<file path="src/rtl/lcd_write_controller_pkg.sv">
// Shared definitions for the LCD write controller: default HD44780 timing
// constants, init/config command values, FSM state types and request payload.
package lcd_write_controller_pkg;

  localparam int unsigned CNT_W  = 20;
  localparam int unsigned NIB_W  = 4;
  localparam int unsigned BYTE_W = 8;

  // Default timing in clocks at 50 MHz
  localparam int unsigned T_PWR_DEF   = 750000;
  localparam int unsigned T_E_DEF     = 12;
  localparam int unsigned T_GAP_DEF   = 50;
  localparam int unsigned T_CMD_DEF   = 2000;
  localparam int unsigned T_CLR_DEF   = 82000;
  localparam int unsigned T_INIT1_DEF = 205000;
  localparam int unsigned T_INIT2_DEF = 5000;

  // Power-up nibbles and configuration bytes
  localparam logic [NIB_W-1:0]  INIT_NIB_8BIT  = 4'h3;
  localparam logic [NIB_W-1:0]  INIT_NIB_4BIT  = 4'h2;
  localparam logic [BYTE_W-1:0] CMD_FUNC_SET   = 8'h28;
  localparam logic [BYTE_W-1:0] CMD_ENTRY_MODE = 8'h06;
  localparam logic [BYTE_W-1:0] CMD_DISP_ON    = 8'h0C;
  localparam logic [BYTE_W-1:0] CMD_CLEAR      = 8'h01;
  localparam logic [BYTE_W-1:0] CMD_HOME       = 8'h02;

  localparam logic [1:0] INIT_LAST = 2'd3;
  localparam logic [1:0] CFG_LAST  = 2'd3;

  typedef enum logic [3:0] {
    PWR_WAIT, INIT_NIB, INIT_WAIT, CFG, IDLE, SEND_HI, GAP, SEND_LO, POST_WAIT
  } lcd_state_e;

  typedef enum logic [1:0] {TX_IDLE, TX_SETUP, TX_HIGH} tx_state_e;

  // Latched write request
  typedef struct packed {
    logic              rs;
    logic [BYTE_W-1:0] data;
  } lcd_req_t;

  function automatic logic [NIB_W-1:0] init_nibble(input logic [1:0] idx);
    case (idx)
      2'd3:    init_nibble = INIT_NIB_4BIT;
      default: init_nibble = INIT_NIB_8BIT;
    endcase
  endfunction

  function automatic logic [BYTE_W-1:0] cfg_byte(input logic [1:0] idx);
    case (idx)
      2'd0:    cfg_byte = CMD_FUNC_SET;
      2'd1:    cfg_byte = CMD_ENTRY_MODE;
      2'd2:    cfg_byte = CMD_DISP_ON;
      default: cfg_byte = CMD_CLEAR;
    endcase
  endfunction

  // Clear and home need the long post-write wait
  function automatic logic needs_long_wait(input lcd_req_t req);
    needs_long_wait = !req.rs && ((req.data == CMD_CLEAR) || (req.data == CMD_HOME));
  endfunction

endpackage

</file>
<file path="src/rtl/lcd_write_controller_if.sv">
// CPU request / LCD pin bundle for the LCD write controller.
//   master: drives iValid/iRS/iData, observes oReady and the LCD pins
//   slave : the controller
interface lcd_write_controller_if;
  import lcd_write_controller_pkg::*;

  logic              iValid;
  logic              iRS;
  logic [BYTE_W-1:0] iData;
  logic              oReady;
  logic              oLCD_E;
  logic              oLCD_RS;
  logic              oLCD_RW;
  logic [NIB_W-1:0]  oLCD_Data;

  modport master (
    output iValid, iRS, iData,
    input  oReady, oLCD_E, oLCD_RS, oLCD_RW, oLCD_Data
  );

  modport slave (
    input  iValid, iRS, iData,
    output oReady, oLCD_E, oLCD_RS, oLCD_RW, oLCD_Data
  );
endinterface

</file>
<file path="src/rtl/lcd_write_controller_nibble_tx.sv">
// lcd_nibble_tx: drives one nibble onto the LCD bus.
//   Cycle 0 after i_start: RS/data valid, E low; cycles 1..T_E: E high.
//   RS/data are held until the next i_start.
// Ports: i_clk, i_rst (sync, active high), i_start, i_nibble, i_rs,
//        o_lcd_e, o_lcd_rs, o_lcd_data, o_done_c (last E-high cycle).
module lcd_nibble_tx
  import lcd_write_controller_pkg::*;
#(
  parameter int unsigned T_E = T_E_DEF
) (
  input  logic             i_clk,
  input  logic             i_rst,
  input  logic             i_start,
  input  logic [NIB_W-1:0] i_nibble,
  input  logic             i_rs,
  output logic             o_lcd_e,
  output logic             o_lcd_rs,
  output logic [NIB_W-1:0] o_lcd_data,
  output logic             o_done_c
);

  tx_state_e        r_state;
  logic [CNT_W-1:0] r_cnt;
  logic             r_e;
  logic             r_rs;
  logic [NIB_W-1:0] r_data;

  assign o_lcd_e    = r_e;
  assign o_lcd_rs   = r_rs;
  assign o_lcd_data = r_data;
  // Asserted during the final E-high cycle so the caller can chain its wait
  assign o_done_c   = (r_state == TX_HIGH) && (r_cnt <= CNT_W'(1));

  // Setup / strobe sequencer
  always_ff @(posedge i_clk) begin
    if (i_rst) begin
      r_state <= TX_IDLE;
      r_cnt   <= '0;
      r_e     <= 1'b0;
      r_rs    <= 1'b0;
      r_data  <= '0;
    end else begin
      case (r_state)
        TX_IDLE: begin
          if (i_start) begin
            r_data  <= i_nibble;
            r_rs    <= i_rs;
            r_state <= TX_SETUP;
          end
        end
        TX_SETUP: begin
          r_e     <= 1'b1;
          r_cnt   <= CNT_W'(T_E);
          r_state <= TX_HIGH;
        end
        TX_HIGH: begin
          if (r_cnt <= CNT_W'(1)) begin
            r_e     <= 1'b0;
            r_state <= TX_IDLE;
          end else begin
            r_cnt <= r_cnt - CNT_W'(1);
          end
        end
        default: r_state <= TX_IDLE;
      endcase
    end
  end

endmodule

</file>
<file path="src/rtl/lcd_write_controller.sv">
// lcd_write_controller: HD44780 4-bit write-only controller. Runs the
// power-up nibble sequence and configuration bytes, then accepts one byte
// write at a time from the CPU and sends it as two strobed nibbles.
// Ports: Clock, Reset (sync, active high), bus (slave modport):
//   iValid/iRS/iData request, oReady idle flag, oLCD_E/RS/RW/Data pins.
module lcd_write_controller
  import lcd_write_controller_pkg::*;
#(
  parameter int unsigned T_PWR   = T_PWR_DEF,
  parameter int unsigned T_E     = T_E_DEF,
  parameter int unsigned T_GAP   = T_GAP_DEF,
  parameter int unsigned T_CMD   = T_CMD_DEF,
  parameter int unsigned T_CLR   = T_CLR_DEF,
  parameter int unsigned T_INIT1 = T_INIT1_DEF,
  parameter int unsigned T_INIT2 = T_INIT2_DEF
) (
  input logic                   Clock,
  input logic                   Reset,
  lcd_write_controller_if.slave bus
);

  lcd_state_e        r_state;
  logic [CNT_W-1:0]  r_cnt;
  logic [1:0]        r_step;
  logic [1:0]        r_cfg_idx;
  logic              r_cfg_mode;
  lcd_req_t          r_req;
  logic              r_ready;

  logic              w_cnt_last;
  logic              w_accept;
  logic              w_start;
  logic [NIB_W-1:0]  w_nib;
  logic              w_rs;
  logic              w_tx_done;
  logic              w_lcd_e;
  logic              w_lcd_rs;
  logic [NIB_W-1:0]  w_lcd_data;
  logic [BYTE_W-1:0] w_cfg_byte;
  logic [CNT_W-1:0]  w_init_wait;
  logic [CNT_W-1:0]  w_post_wait;

  // Wait counters hold N clocks: loaded with N, leave when reaching 1 -> 0
  assign w_cnt_last  = (r_cnt <= CNT_W'(1));
  assign w_accept    = r_ready && bus.iValid;
  assign w_cfg_byte  = cfg_byte(r_cfg_idx);
  assign w_post_wait = needs_long_wait(r_req) ? CNT_W'(T_CLR) : CNT_W'(T_CMD);

  always_comb begin
    w_init_wait = CNT_W'(T_CMD);
    case (r_step)
      2'd0:    w_init_wait = CNT_W'(T_INIT1);
      2'd1:    w_init_wait = CNT_W'(T_INIT2);
      default: w_init_wait = CNT_W'(T_CMD);
    endcase
  end

  // Nibble start strobe: fires on the edge that leaves the previous phase so
  // the setup cycle follows immediately.
  always_comb begin
    w_start = 1'b0;
    w_nib   = '0;
    w_rs    = 1'b0;
    case (r_state)
      PWR_WAIT: begin
        if (w_cnt_last) begin
          w_start = 1'b1;
          w_nib   = init_nibble(2'd0);
        end
      end
      INIT_WAIT: begin
        if (w_cnt_last && (r_step != INIT_LAST)) begin
          w_start = 1'b1;
          w_nib   = init_nibble(r_step + 2'd1);
        end
      end
      CFG: begin
        w_start = 1'b1;
        w_nib   = w_cfg_byte[7:4];
      end
      IDLE: begin
        if (w_accept) begin
          w_start = 1'b1;
          w_nib   = bus.iData[7:4];
          w_rs    = bus.iRS;
        end
      end
      GAP: begin
        if (w_cnt_last) begin
          w_start = 1'b1;
          w_nib   = r_req.data[3:0];
          w_rs    = r_req.rs;
        end
      end
      default: ;
    endcase
    if (Reset) w_start = 1'b0;
  end

  lcd_nibble_tx #(.T_E(T_E)) u_tx (
    .i_clk      (Clock),
    .i_rst      (Reset),
    .i_start    (w_start),
    .i_nibble   (w_nib),
    .i_rs       (w_rs),
    .o_lcd_e    (w_lcd_e),
    .o_lcd_rs   (w_lcd_rs),
    .o_lcd_data (w_lcd_data),
    .o_done_c   (w_tx_done)
  );

  assign bus.oReady    = r_ready;
  assign bus.oLCD_E    = w_lcd_e;
  assign bus.oLCD_RS   = w_lcd_rs;
  assign bus.oLCD_RW   = 1'b0;
  assign bus.oLCD_Data = w_lcd_data;

  // Main sequencer
  always_ff @(posedge Clock) begin
    if (Reset) begin
      r_state    <= PWR_WAIT;
      r_cnt      <= CNT_W'(T_PWR);
      r_step     <= 2'd0;
      r_cfg_idx  <= 2'd0;
      r_cfg_mode <= 1'b0;
      r_req      <= '0;
      r_ready    <= 1'b0;
    end else begin
      if (r_cnt != '0) r_cnt <= r_cnt - CNT_W'(1);
      case (r_state)
        PWR_WAIT: begin
          if (w_cnt_last) begin
            r_step  <= 2'd0;
            r_state <= INIT_NIB;
          end
        end
        INIT_NIB: begin
          if (w_tx_done) begin
            r_cnt   <= w_init_wait;
            r_state <= INIT_WAIT;
          end
        end
        INIT_WAIT: begin
          if (w_cnt_last) begin
            if (r_step == INIT_LAST) begin
              r_cfg_idx  <= 2'd0;
              r_cfg_mode <= 1'b1;
              r_state    <= CFG;
            end else begin
              r_step  <= r_step + 2'd1;
              r_state <= INIT_NIB;
            end
          end
        end
        CFG: begin
          r_req.rs   <= 1'b0;
          r_req.data <= w_cfg_byte;
          r_state    <= SEND_HI;
        end
        IDLE: begin
          if (w_accept) begin
            r_req.rs   <= bus.iRS;
            r_req.data <= bus.iData;
            r_ready    <= 1'b0;
            r_state    <= SEND_HI;
          end
        end
        SEND_HI: begin
          if (w_tx_done) begin
            r_cnt   <= CNT_W'(T_GAP);
            r_state <= GAP;
          end
        end
        GAP: begin
          if (w_cnt_last) r_state <= SEND_LO;
        end
        SEND_LO: begin
          if (w_tx_done) begin
            r_cnt   <= w_post_wait;
            r_state <= POST_WAIT;
          end
        end
        POST_WAIT: begin
          if (w_cnt_last) begin
            if (r_cfg_mode && (r_cfg_idx != CFG_LAST)) begin
              r_cfg_idx <= r_cfg_idx + 2'd1;
              r_state   <= CFG;
            end else begin
              r_cfg_mode <= 1'b0;
              r_ready    <= 1'b1;
              r_state    <= IDLE;
            end
          end
        end
        default: r_state <= PWR_WAIT;
      endcase
    end
  end

endmodule

</file>
<file path="src/flat_wrapper.sv">
// flat-port wrapper written by rule: the top's interface ports become plain ports
module lcd_write_controller_flat import lcd_write_controller_pkg::*;
#(
  parameter int unsigned T_PWR   = T_PWR_DEF,
  parameter int unsigned T_E     = T_E_DEF,
  parameter int unsigned T_GAP   = T_GAP_DEF,
  parameter int unsigned T_CMD   = T_CMD_DEF,
  parameter int unsigned T_CLR   = T_CLR_DEF,
  parameter int unsigned T_INIT1 = T_INIT1_DEF,
  parameter int unsigned T_INIT2 = T_INIT2_DEF
)
  (Clock, Reset, bus_iValid, bus_iRS, bus_iData, bus_oReady, bus_oLCD_E, bus_oLCD_RS, bus_oLCD_RW, bus_oLCD_Data);
  lcd_write_controller_if bus_i ();
  input logic Clock;
  input logic Reset;
  input wire logic [$bits(bus_i.iValid)-1:0] bus_iValid;
  input wire logic [$bits(bus_i.iRS)-1:0] bus_iRS;
  input wire logic [$bits(bus_i.iData)-1:0] bus_iData;
  output wire logic [$bits(bus_i.oReady)-1:0] bus_oReady;
  output wire logic [$bits(bus_i.oLCD_E)-1:0] bus_oLCD_E;
  output wire logic [$bits(bus_i.oLCD_RS)-1:0] bus_oLCD_RS;
  output wire logic [$bits(bus_i.oLCD_RW)-1:0] bus_oLCD_RW;
  output wire logic [$bits(bus_i.oLCD_Data)-1:0] bus_oLCD_Data;
  assign bus_i.iValid = bus_iValid;
  assign bus_i.iRS = bus_iRS;
  assign bus_i.iData = bus_iData;
  assign bus_oReady = bus_i.oReady;
  assign bus_oLCD_E = bus_i.oLCD_E;
  assign bus_oLCD_RS = bus_i.oLCD_RS;
  assign bus_oLCD_RW = bus_i.oLCD_RW;
  assign bus_oLCD_Data = bus_i.oLCD_Data;
  lcd_write_controller #(.T_PWR(T_PWR), .T_E(T_E), .T_GAP(T_GAP), .T_CMD(T_CMD), .T_CLR(T_CLR), .T_INIT1(T_INIT1), .T_INIT2(T_INIT2)) u_core (.Clock(Clock), .Reset(Reset), .bus(bus_i));
endmodule
</file>
<file path="config.mk">
export PLATFORM = sky130hd
export DESIGN_NAME = lcd_write_controller_flat
export DESIGN_NICKNAME = d
export VERILOG_FILES = /design/src/rtl/lcd_write_controller_pkg.sv /design/src/rtl/lcd_write_controller_if.sv /design/src/rtl/lcd_write_controller_nibble_tx.sv /design/src/rtl/lcd_write_controller.sv /design/src/flat_wrapper.sv
export SDC_FILE = /design/constraint.sdc
export NUM_CORES = 1
export LEC_CHECK = 0
export CELL_PAD_IN_SITES_DETAIL_PLACEMENT = 1
export CELL_PAD_IN_SITES_GLOBAL_PLACEMENT = 1
export CORE_MARGIN = 3
export CORE_UTILIZATION = 46
export CTS_CLUSTER_DIAMETER = 40
export DETAILED_ROUTE_END_ITERATION = 8
export MAX_ROUTING_LAYER = met4
export PLACE_DENSITY = 0.79
export SETUP_SLACK_MARGIN = 0.4
export SLEW_MARGIN = 20
export SYNTH_ARGS = -nofsm -noshare
export SYNTH_HDL_FRONTEND = slang
export SYNTH_SLANG_ARGS = --single-unit
export TNS_END_PERCENT = 1
</file>
<file path="constraint.sdc">
create_clock -name Clock -period 2.85 [get_ports Clock]
set_input_delay 0.7125 -clock Clock [delete_from_list [all_inputs] [get_ports Clock]]
set_output_delay 0.7125 -clock Clock [all_outputs]
set_load 0.005 [all_outputs]
</file>
* Word level (Yosys, flattened, before mapping)
Index checks and enable logic that the tools add are counted.
Cells by class: multipliers 0, eq/ne operators 34, add/sub/neg operators 4, div/mod/pow operators 0, mux-type cells 60, shifts and indexed selects 0, bitwise gates (word level) 0, reductions and logical operators 28, $lt $le $gt $ge 2
Operators with widths (count):
- 20-bit two-way mux | 5
- 20-bit case mux with 3 select lines | 1
- 4-bit two-way mux | 11
- 20-bit by 1-bit <= comparator with 1-bit output, second input constant | 2
- 20-bit case mux with 2 select lines | 1
- 20-bit by 1-bit subtractor with 20-bit output, second input constant | 2
- 18-bit case mux with 2 select lines | 1
- 4-bit case mux with 9 select lines | 1
- 2-bit two-way mux | 11
- 4-bit case mux with 5 select lines | 1
- 20-bit nonzero test | 1
- 2-bit inequality test, second input constant | 9
- 6-bit case mux with 3 select lines | 1
- 9-bit case mux with 2 select lines | 1
- 17-bit two-way mux | 1
- 4-bit by 3-bit equality test with 1-bit output, second input constant | 4
- 2-bit by 1-bit inequality test with 1-bit output, second input constant | 8
- 1-bit two-way mux | 15
- 2-bit AND reduction | 5
- 5-bit AND reduction | 2
- 2-bit nonzero test | 5
- 9-bit two-way mux | 1
- 2-bit equality test, second input constant | 4
- 4-bit by 2-bit equality test with 1-bit output, second input constant | 2
- other kinds (19) | 33
Word-level totals: bits in latches 0, bits of input ports 12, bits in writable memories 0, bits in read-only memories 0, register bits 67, memories kept 0

* Longest topological paths before layout
word-level depth 7, mapped depth 9, depth with buffers taken out 8

* Hierarchy
A second synthesis with hierarchy kept.
Second synthesis, totals: cells, all modules 492, area, all modules 4062.6 um^2
Modules (own cells, without submodules):
- lcd_write_controller | seq. area each 780.7 um^2, times used 1, cells each 314, area an instance 2558.7 um^2
- lcd_nibble_tx | seq. area each 560.5 um^2, times used 1, cells each 178, area an instance 1503.9 um^2

* Least setup slack after synthesis
No wires, ideal clock.
kind register -> register, start register u_core.u_tx.r_cnt[2], end register u_core.u_tx.r_cnt[19], data arrival time 2.211 ns, required time 2.722 ns, path buffers 2, clock period less this slack 2.339 ns, setup slack 0.511 ns, cell stages (with the launch flop) 9, cell sequence dfxtp_1 or4_1 buf_2 or4b_4 o31ai_4 buf_6 nor4_1 xnor2_1 nor2_1
On the way: word-level cells in the longest chain between the ends 3
Ends and longest elaborated chain:
- start: declaration | line lcd_write_controller_nibble_tx.sv:23 | logic [CNT_W-1:0] r_cnt;
- start signal: assignment | line lcd_write_controller_nibble_tx.sv:53 | r_cnt <= CNT_W'(T_E);
- start signal: assignment | line lcd_write_controller_nibble_tx.sv:61 | r_cnt <= r_cnt - CNT_W'(1);
- 20-bit by 1-bit subtractor with 20-bit output or 20-bit by 1-bit <= comparator with 1-bit output (tied branches) | line lcd_write_controller_nibble_tx.sv:61, lcd_write_controller_nibble_tx.sv:57
- 20-bit two-way mux or 2-bit inequality test (tied branches)
- 20-bit case mux with 2 select lines or 2-bit AND reduction (tied branches)
Parallel ways exist; a longest one is shown, timed or not. The select of a mux whose other input is x is not followed. A chain may end at the register's enable or synchronous reset.

* Worst setup path after layout
start input port bus_iValid, end register u_core.u_tx.r_data[2], in the netlist u_core.u_tx.o_lcd_data[2]
On the way: word-level cells in the longest chain between the ends 5
Ends and longest elaborated chain:
- start: declaration | line flat_wrapper.sv:16 | input wire logic [$bits(bus_i.iValid)-1:0] bus_iValid;
- 1-bit logical AND (*) | line lcd_write_controller.sv:45 | assign w_accept = r_ready && bus.iValid;
- 1-bit two-way mux | line lcd_write_controller.sv:82 | if (w_accept) begin
- 1-bit case mux with 4 select lines | line lcd_write_controller.sv:64 | case (r_state)
- 1-bit two-way mux | line lcd_write_controller.sv:97 | if (Reset) w_start = 1'b0;
- 2-bit AND reduction (no line)
- end signal: assignment | line lcd_write_controller_nibble_tx.sv:46 | r_data <= i_nibble;
- end: declaration | line lcd_write_controller_nibble_tx.sv:26 | logic [NIB_W-1:0] r_data;
Every way passes the cells marked *; elsewhere a longest branch is shown, timed or not.

==> flow_summary.ini <==
[status]
status = complete, no violations

[logic_synthesis]
muxShareOfSynthArea_pct = 1.77
synth-seq-area-share_pct = 33.8
synth_top_family_by_area = simple AND/OR/NAND/NOR gates
syn_area_per_cell_um2 = 8.19
synth_fp_nets = 515
netlist_instances = 484
synth_cell_types = 68
synth_fa_ha_area_share_pct = 6.00
yosys_warnings = 0
ys_async_sr_fraction_pct = 0
ys.flop_type = dfxtp_1
synth-simple-area-share_pct = 30.8
synth_seq_cells = 67
synth_area_mm2 = 0.00396
synth_edf_count = 0
synthXorXnorAreaFrac_pct = 6.41
synth_compound_area_share_pct = 16.8

[timing]
tightest_slew_ps = 661
finalCritPeriodShare_pct = 85.6
grt_setup_unrepaired = true
finClkSkew_ps = 9.19
tns_ps = 0
finalSetupViolCount = 0
min_period_ps = 2440
hold_viol = 0
fmax_ghz = 0.410
relSlewSlack_pct = 55.8
drv_slew = 0
fin_ws_ps = 412

[worst_setup_path]
path_depth = 8
rr_worst_depth = 7
path_max_fanout = 5
required_ps = 3110
cp-end-kind = register
worst_ep_arrival_time_ps = 2700
critical_path.cell_chain = clkdlybuf4s50_1, nand4bb_1, or2_2, a211o_1, a21boi_2, buf_4, nor2_1, a311oi_1
critPathBufInv = 2
critPathTopFamily = compound AO/OA/AOI/OAI gates
cp-start-kind = primary input
critPathMaxStageDelay_ps = 480
slowest_stage = clkdlybuf4s50_1
criticalPathCategory = primary input to register

[global_routing]
grt_overflow = 0
first_global_vias = 3892
antenna_found_initial = 0
grt_pass1_wl_mm = 18.9
grt_usage_pct = 24.3
grt_max_degree = 22

[route]
drtIter0Drc = 184
dr_total_vias = 3740
antenna_left = 0
dr.pass1.iters = 4
wl_per_cell_um = 18.5
wirelength_mm = 11.7
drc = 0
vias_per_cell = 5.90

[floorplanning]
die_w_um = 98.8
fp.dieArea_mm2 = 0.00977
core-area_mm2 = 0.00830
start_util_pct = 47.8
num_rows = 33
die_h_um = 98.8
io_pins = 20

[place]
dp_slack_ps = 78.8
placedCellCount = 602
hpwl_mm = 8.18
numPortBuffers = 18
gp_routability_congestion = 0.928

[pwr]
power.leakage_nw = 1.76
total_power_mw = 2.08
ir_drop_mv = 0.219
p_per_area_mw_per_mm2 = 438

[cells_and_area]
nFillCells = 982
finish.net_count = 555
drive_above_1_share_pct = 14.9
multi_input_area_mm2 = 0.00251
antenna_cells = 0
finish.utilization_pct = 57.3
regArea_mm2 = 0.00135
final_cell_count_no_fill = 634
area_delta_synth_final_pct = 20.0

[clocking]
cts-root-buf = clkbuf_8
path_clk_slew_ps = 80
clk_latency_ps = 350
cts_buffers = 9
cts_hold_buf = 0
cts.path.max_buffers = 2
cts_tree = yes
clkSinkCount = 67
h-tree-depth = 3

[worst_hold_path]
hold_depth = 2
hold_class = register to register

[run]
maxCapViolCount = 0
-- report_power, final --
part           leakage [nW]  internal [mW]  switching [mW]
Clock                 0.126          0.607           0.396
Sequential            0.543          0.948          0.0213
Combinational          1.09         0.0518          0.0609
Total                  1.76           1.61           0.478
-- logic make-up after synthesis --
kind of cell | Yosys count
and+or+nand+nor | 224
xor gates and xnor gates | 29
adders and majority gates | 19
muxes | 7
other | 1
DFF | 67
AOI/OAI and AO/OA | 97
buffers and inverters | 40
-- worst register-to-register path, cell delays in order (launching register included) --
cell and delay, ps:
dfxtp_4 360, or4_4 540, or4b_4 620, nor3_4 340
buf_4 180, a21oi_1 90, o41ai_2 70, o21a_1 160
-- final timing paths --
kind,startpoint,endpoint,slack [ps]
min reg2reg,u_core.r_req[5],u_core.r_req[5],470
min,u_core.r_req[5],u_core.r_req[5],470
max reg2reg,u_core.u_tx.r_cnt[2],u_core.r_cnt[4],430
max,bus_iValid,u_core.u_tx.o_lcd_data[2],410
-- repair_timing --
action	CTS	global route
buffers inserted	3	12
resized for setup	0	15
setup endpoints to repair	26	42
pin swaps	1	6
cloned	0	1
-- per-layer routing --
metal	wire length (um)	vias to the layer above	part of all wire [%]	GRT usage, %
li1	-	1833	-	-
met1	5310	1859	45	29.9
met2	6040	40	52	40.9
met3	252	8	2.2	3.82
met4	89	0	0.76	7.04
met5	0	-	0	-
-- through the flow --
| stage | hold WS, ps | instance area, um^2 |
|---|---|---|
| 2_1_floorplan | 436 | 3960 |
| 3_3_place_gp | 449 | 4320 |
| 3_5_place_dp | 455 | 4320 |
| 4_1_cts | 466 | 4590 |
| 5_1_grt | 496 | 4760 |
| 6_report | 467 | 4760 |
-- cells in the mapped netlist, types with 6 or more instances --
master / instances / area share (%)
inv_1: 14 / 1.3
o21ai_0: 14 / 1.8
mux2i_1: 7 / 1.8
or3_1: 9 / 1.4
nand2b_1: 9 / 1.4
dfxtp_1: 67 / 34
xor2_1: 12 / 2.7
xnor2_1: 17 / 3.8
nand2_1: 41 / 3.9
clkbuf_1: 20 / 1.9
nor2b_1: 7 / 1.1
nor4_1: 14 / 2.2
nor3_1: 29 / 3.7
ha_1: 19 / 6.0
a31oi_1: 6 / 0.95
nor2_1: 52 / 4.9
nand3_1: 12 / 1.5
nand4_1: 9 / 1.4
and3_1: 7 / 1.1
a21oi_1: 30 / 3.8
or4_1: 7 / 1.3
-- cell type report --
type | count | share of cell area (%)
clock buffer | 10 | 2.89
clock inverter | 6 | 2.37
inverter | 14 | 1.10
multi-input combinational | 377 | 52.7
sequential | 67 | 28.3
tap | 105 | 2.76
timing repair buffer | 55 | 9.84
-- flip-flops by register name, summed over array words and instances (netlist names) --
register,flops
u_core.bus.oReady,1
u_core.r_cfg_idx,2
u_core.r_cfg_mode,1
u_core.r_cnt,20
u_core.r_req,9
u_core.r_state,4
u_core.r_step,2
u_core.u_tx.o_lcd_data,4
u_core.u_tx.o_lcd_e,1
u_core.u_tx.o_lcd_rs,1
u_core.u_tx.r_cnt,20
u_core.u_tx.r_state,2
-- cells in the final DEF, fill, tap and decap left out, types with 4 or more instances in the layout --
cell type	synthesis	final
or3_1	9	8
nand2b_1	9	9
and3_1	7	7
dfxtp_1	67	65
nand3_1	12	12
nor2_1	52	52
mux2i_1	7	7
or4_1	7	5
a31oi_1	6	6
clkbuf_8	0	10
nor2b_1	7	6
xor2_1	12	12
nand4_1	9	9
nand2_1	41	41
inv_1	14	14
a211oi_1	4	4
nor4_1	14	12
o21ai_0	14	14
nand3b_1	4	4
a21oi_1	30	29
clkdlybuf4s50_1	0	18
nor4_2	2	4
ha_1	19	19
buf_4	2	35
o22ai_1	4	4
nor3_1	29	29
xnor2_1	17	17
Note: power is estimated with default switching activity, not from simulation.
==> variant, RTL diff (same flow settings) <==
`CNT_W`: 20 -> 28.
--- a/src/rtl/lcd_write_controller_pkg.sv
+++ b/src/rtl/lcd_write_controller_pkg.sv
@@ -2,7 +2,7 @@
 // constants, init/config command values, FSM state types and request payload.
 package lcd_write_controller_pkg;
 
-  localparam int unsigned CNT_W  = 20;
+  localparam int unsigned CNT_W  = 28;
   localparam int unsigned NIB_W  = 4;
   localparam int unsigned BYTE_W = 8;
 
Function: same outputs for any inputs over 10 cycles, from zero or initial values and one cycle with Reset high; that may be too few to reach the edited logic, so the function may still have changed.
==> variant against the original RTL <==
- sequential cell count increased by 16
- synthesized area increased by 19%
- final area increased by 13%
- wire length increased by 16%
- worst setup slack got worse by 0.14 ns
- final cell count increased by 18%
- synthesized cell count increased by 20%
- total power increased by 2.6%
- largest cell class unchanged
==> variant: results (changes against the original RTL) <==
Logic synthesis
  – Ranking of synthesized cells by area: dfxtp_1 35%, nor2_1 6.9%, xnor2_1 5.6%
  – Sequential share of the synthesized area: 35.3% (+1.5 points)
  – Net Count, Synth: 610 (+18%)
  – Netlist cell types: 69 (+1.5%)
  – Post-synth top flop: dfxtp_1
  – Yosys warns: 0 (unchanged)
  – Async SR Flop Fraction: 0% (unchanged)
  – Syn Inst Count: 579 (+20%)
  – Post-synth top cells: 86 x nor2_1, 83 x dfxtp_1, 40 x nand2_1, 30 x xnor2_1, 29 x a21oi_1

Timing
  – # setup viols final: 0 (unchanged)
  – Slew @ Worst Pin: 0.995 ns (+0.334 ns)
  – Maximum clock skew at final layout: 0.0105 ns (+0.00132 ns)
  – Final WS setup: 0.275 ns (-0.136 ns)

Global route
  – Remaining Overflow, GRT: 0 (unchanged)
  – Vias in the first global route: 4446 (+14%)
  – Antenna violations before repair: 0 (unchanged)
  – Largest net degree at the start of global routing: 35 (+59%)
  – Global-route wire length before repair: 22300 um (+18%)
  – Total GRT Usage: 25.3% (+1.0 points)

Place
  – IO buf count: 18 (unchanged)
  – Placer congestion estimate: 0.968 (+4.4%)
  – Placed cells: 725 (+20%)
  – Placement Setup Slack: 0.213 ns (+0.135 ns)
  – DP Wirelength: 9970 um (+22%)

CTS
  – CTS max path bufs: 2 (unchanged)
  – Skew-Pair Late Insertion Delay: 0.39 ns (+0.04 ns)
  – CTS Root Cell: clkbuf_8
  – H-Tree Depth: 3 (unchanged)
  – CTS Buf Count: 9 (unchanged)
  – Clock Pin Slew Worst Setup and Hold Paths: 0.09 ns

Cells and area
  – Share of cells above drive strength 1: 10.6% (-4.3 points)
  – Biggest regs: u_core.r_cnt (28), u_core.u_tx.r_cnt (28), u_core.r_req (9)
  – Antenna Cells: 0 (unchanged)
  – # nets final: 641 (+15%)

Critical path
  – Worst setup path end: u_core.r_cnt[10]$_SDFF_PP0_
  – R2R depth: 6 (-1)
  – Worst-path fanout max: 6 (+1)
  – Crit path launch: u_core.u_tx.r_cnt[4]$_SDFFE_PP0P_
  – WP data arrival: 2.90 ns (+0.20 ns)

Routing
  – Vias: 4344 (+16%)
  – Detailed router's first-iteration violation count: 221 (+20%)
  – DR vias/cell: 5.82 (-1.4%)
  – WL per Instance: 18.2 um (-1.2%)
  – Detailed Routing Iterations Pass 1: 4 (unchanged)

Pwr
  – VDD IR max: 0.288 mV (+32%)
  – Static Leak: 0.00187 uW (+6.5%)

Worst hold path
  – Beginning of the worst hold path: u_core.r_req[5]$_SDFFE_PP0P_
  – Hold Path Class: flip-flop to flip-flop
  – Hold path depth: 2 (unchanged)
  – Hold endpoint: u_core.r_req[5]$_SDFFE_PP0P_

Status
  – Status: finished, final reports clean
-- variant: changes by cell type in the layout (fill, tap and decap cells not counted), sizes merged, moves of 5 or more --
cell,change
nor4,+8
o21ai,+12
buf,-11
nor2,+34
xnor2,+13
and2,+5
dfxtp,+16
-- variant: cell families after synthesis --
family | synth area share, %
flops | 35.3
simple gates | 30.8
other cells | 0.0797
compound gates | 15.0
buf+inv | 3.54
mux | 1.97
xor+xnor | 8.19
fa+ha+maj | 5.05
-- variant: critical path, cell delays in order (launching register included) --
cell     delay [ns]
dfxtp_4        0.37
or4_4          0.54
or4b_4         0.60
nor4b_4        0.41
nand2_2        0.13
or3_4          0.34
a21oi_2        0.12
-- variant: report_power, final --
part           switching, uW  internal, uW
Combinational           65.7          50.3
Sequential              14.0          1170
Clock                    439           398
-- variant: timing repair --
item	in CTS	in global routing
pin swaps	3	7
resized for setup	4	8
setup buffers	2	5
setup endpoints to repair	29	46
-- variant: area by class of cell --
type / count / area (um2)
fill: 1172 / 4500
multi-input combinational: 457 / 2920
sequential: 83 / 1670
timing repair buffer: 44 / 379
tap: 133 / 166
clock buffer: 12 / 135
inverter: 15 / 56.3
clock inverter: 3 / 40.0
-- variant: through the flow --
stage / hold slack [ns] / area [um2]
global placement: 0.447 / 5090
CTS: 0.475 / 5300
detailed placement: 0.455 / 5090
finish: 0.471 / 5370
floorplan: 0.436 / 4710
global route: 0.500 / 5370
-- variant: per-layer routing --
metal  up-vias  routed length [um]  part of all wire, %  global-route usage [%]
met5         -                   0                    0                       -
met4         0                 170                  1.2                    7.40
met3        15                 574                  4.2                    6.08
met2        67                6710                   49                    41.0
met1      2119                6170                   45                    31.4
li1       2143                   -                    -                       -
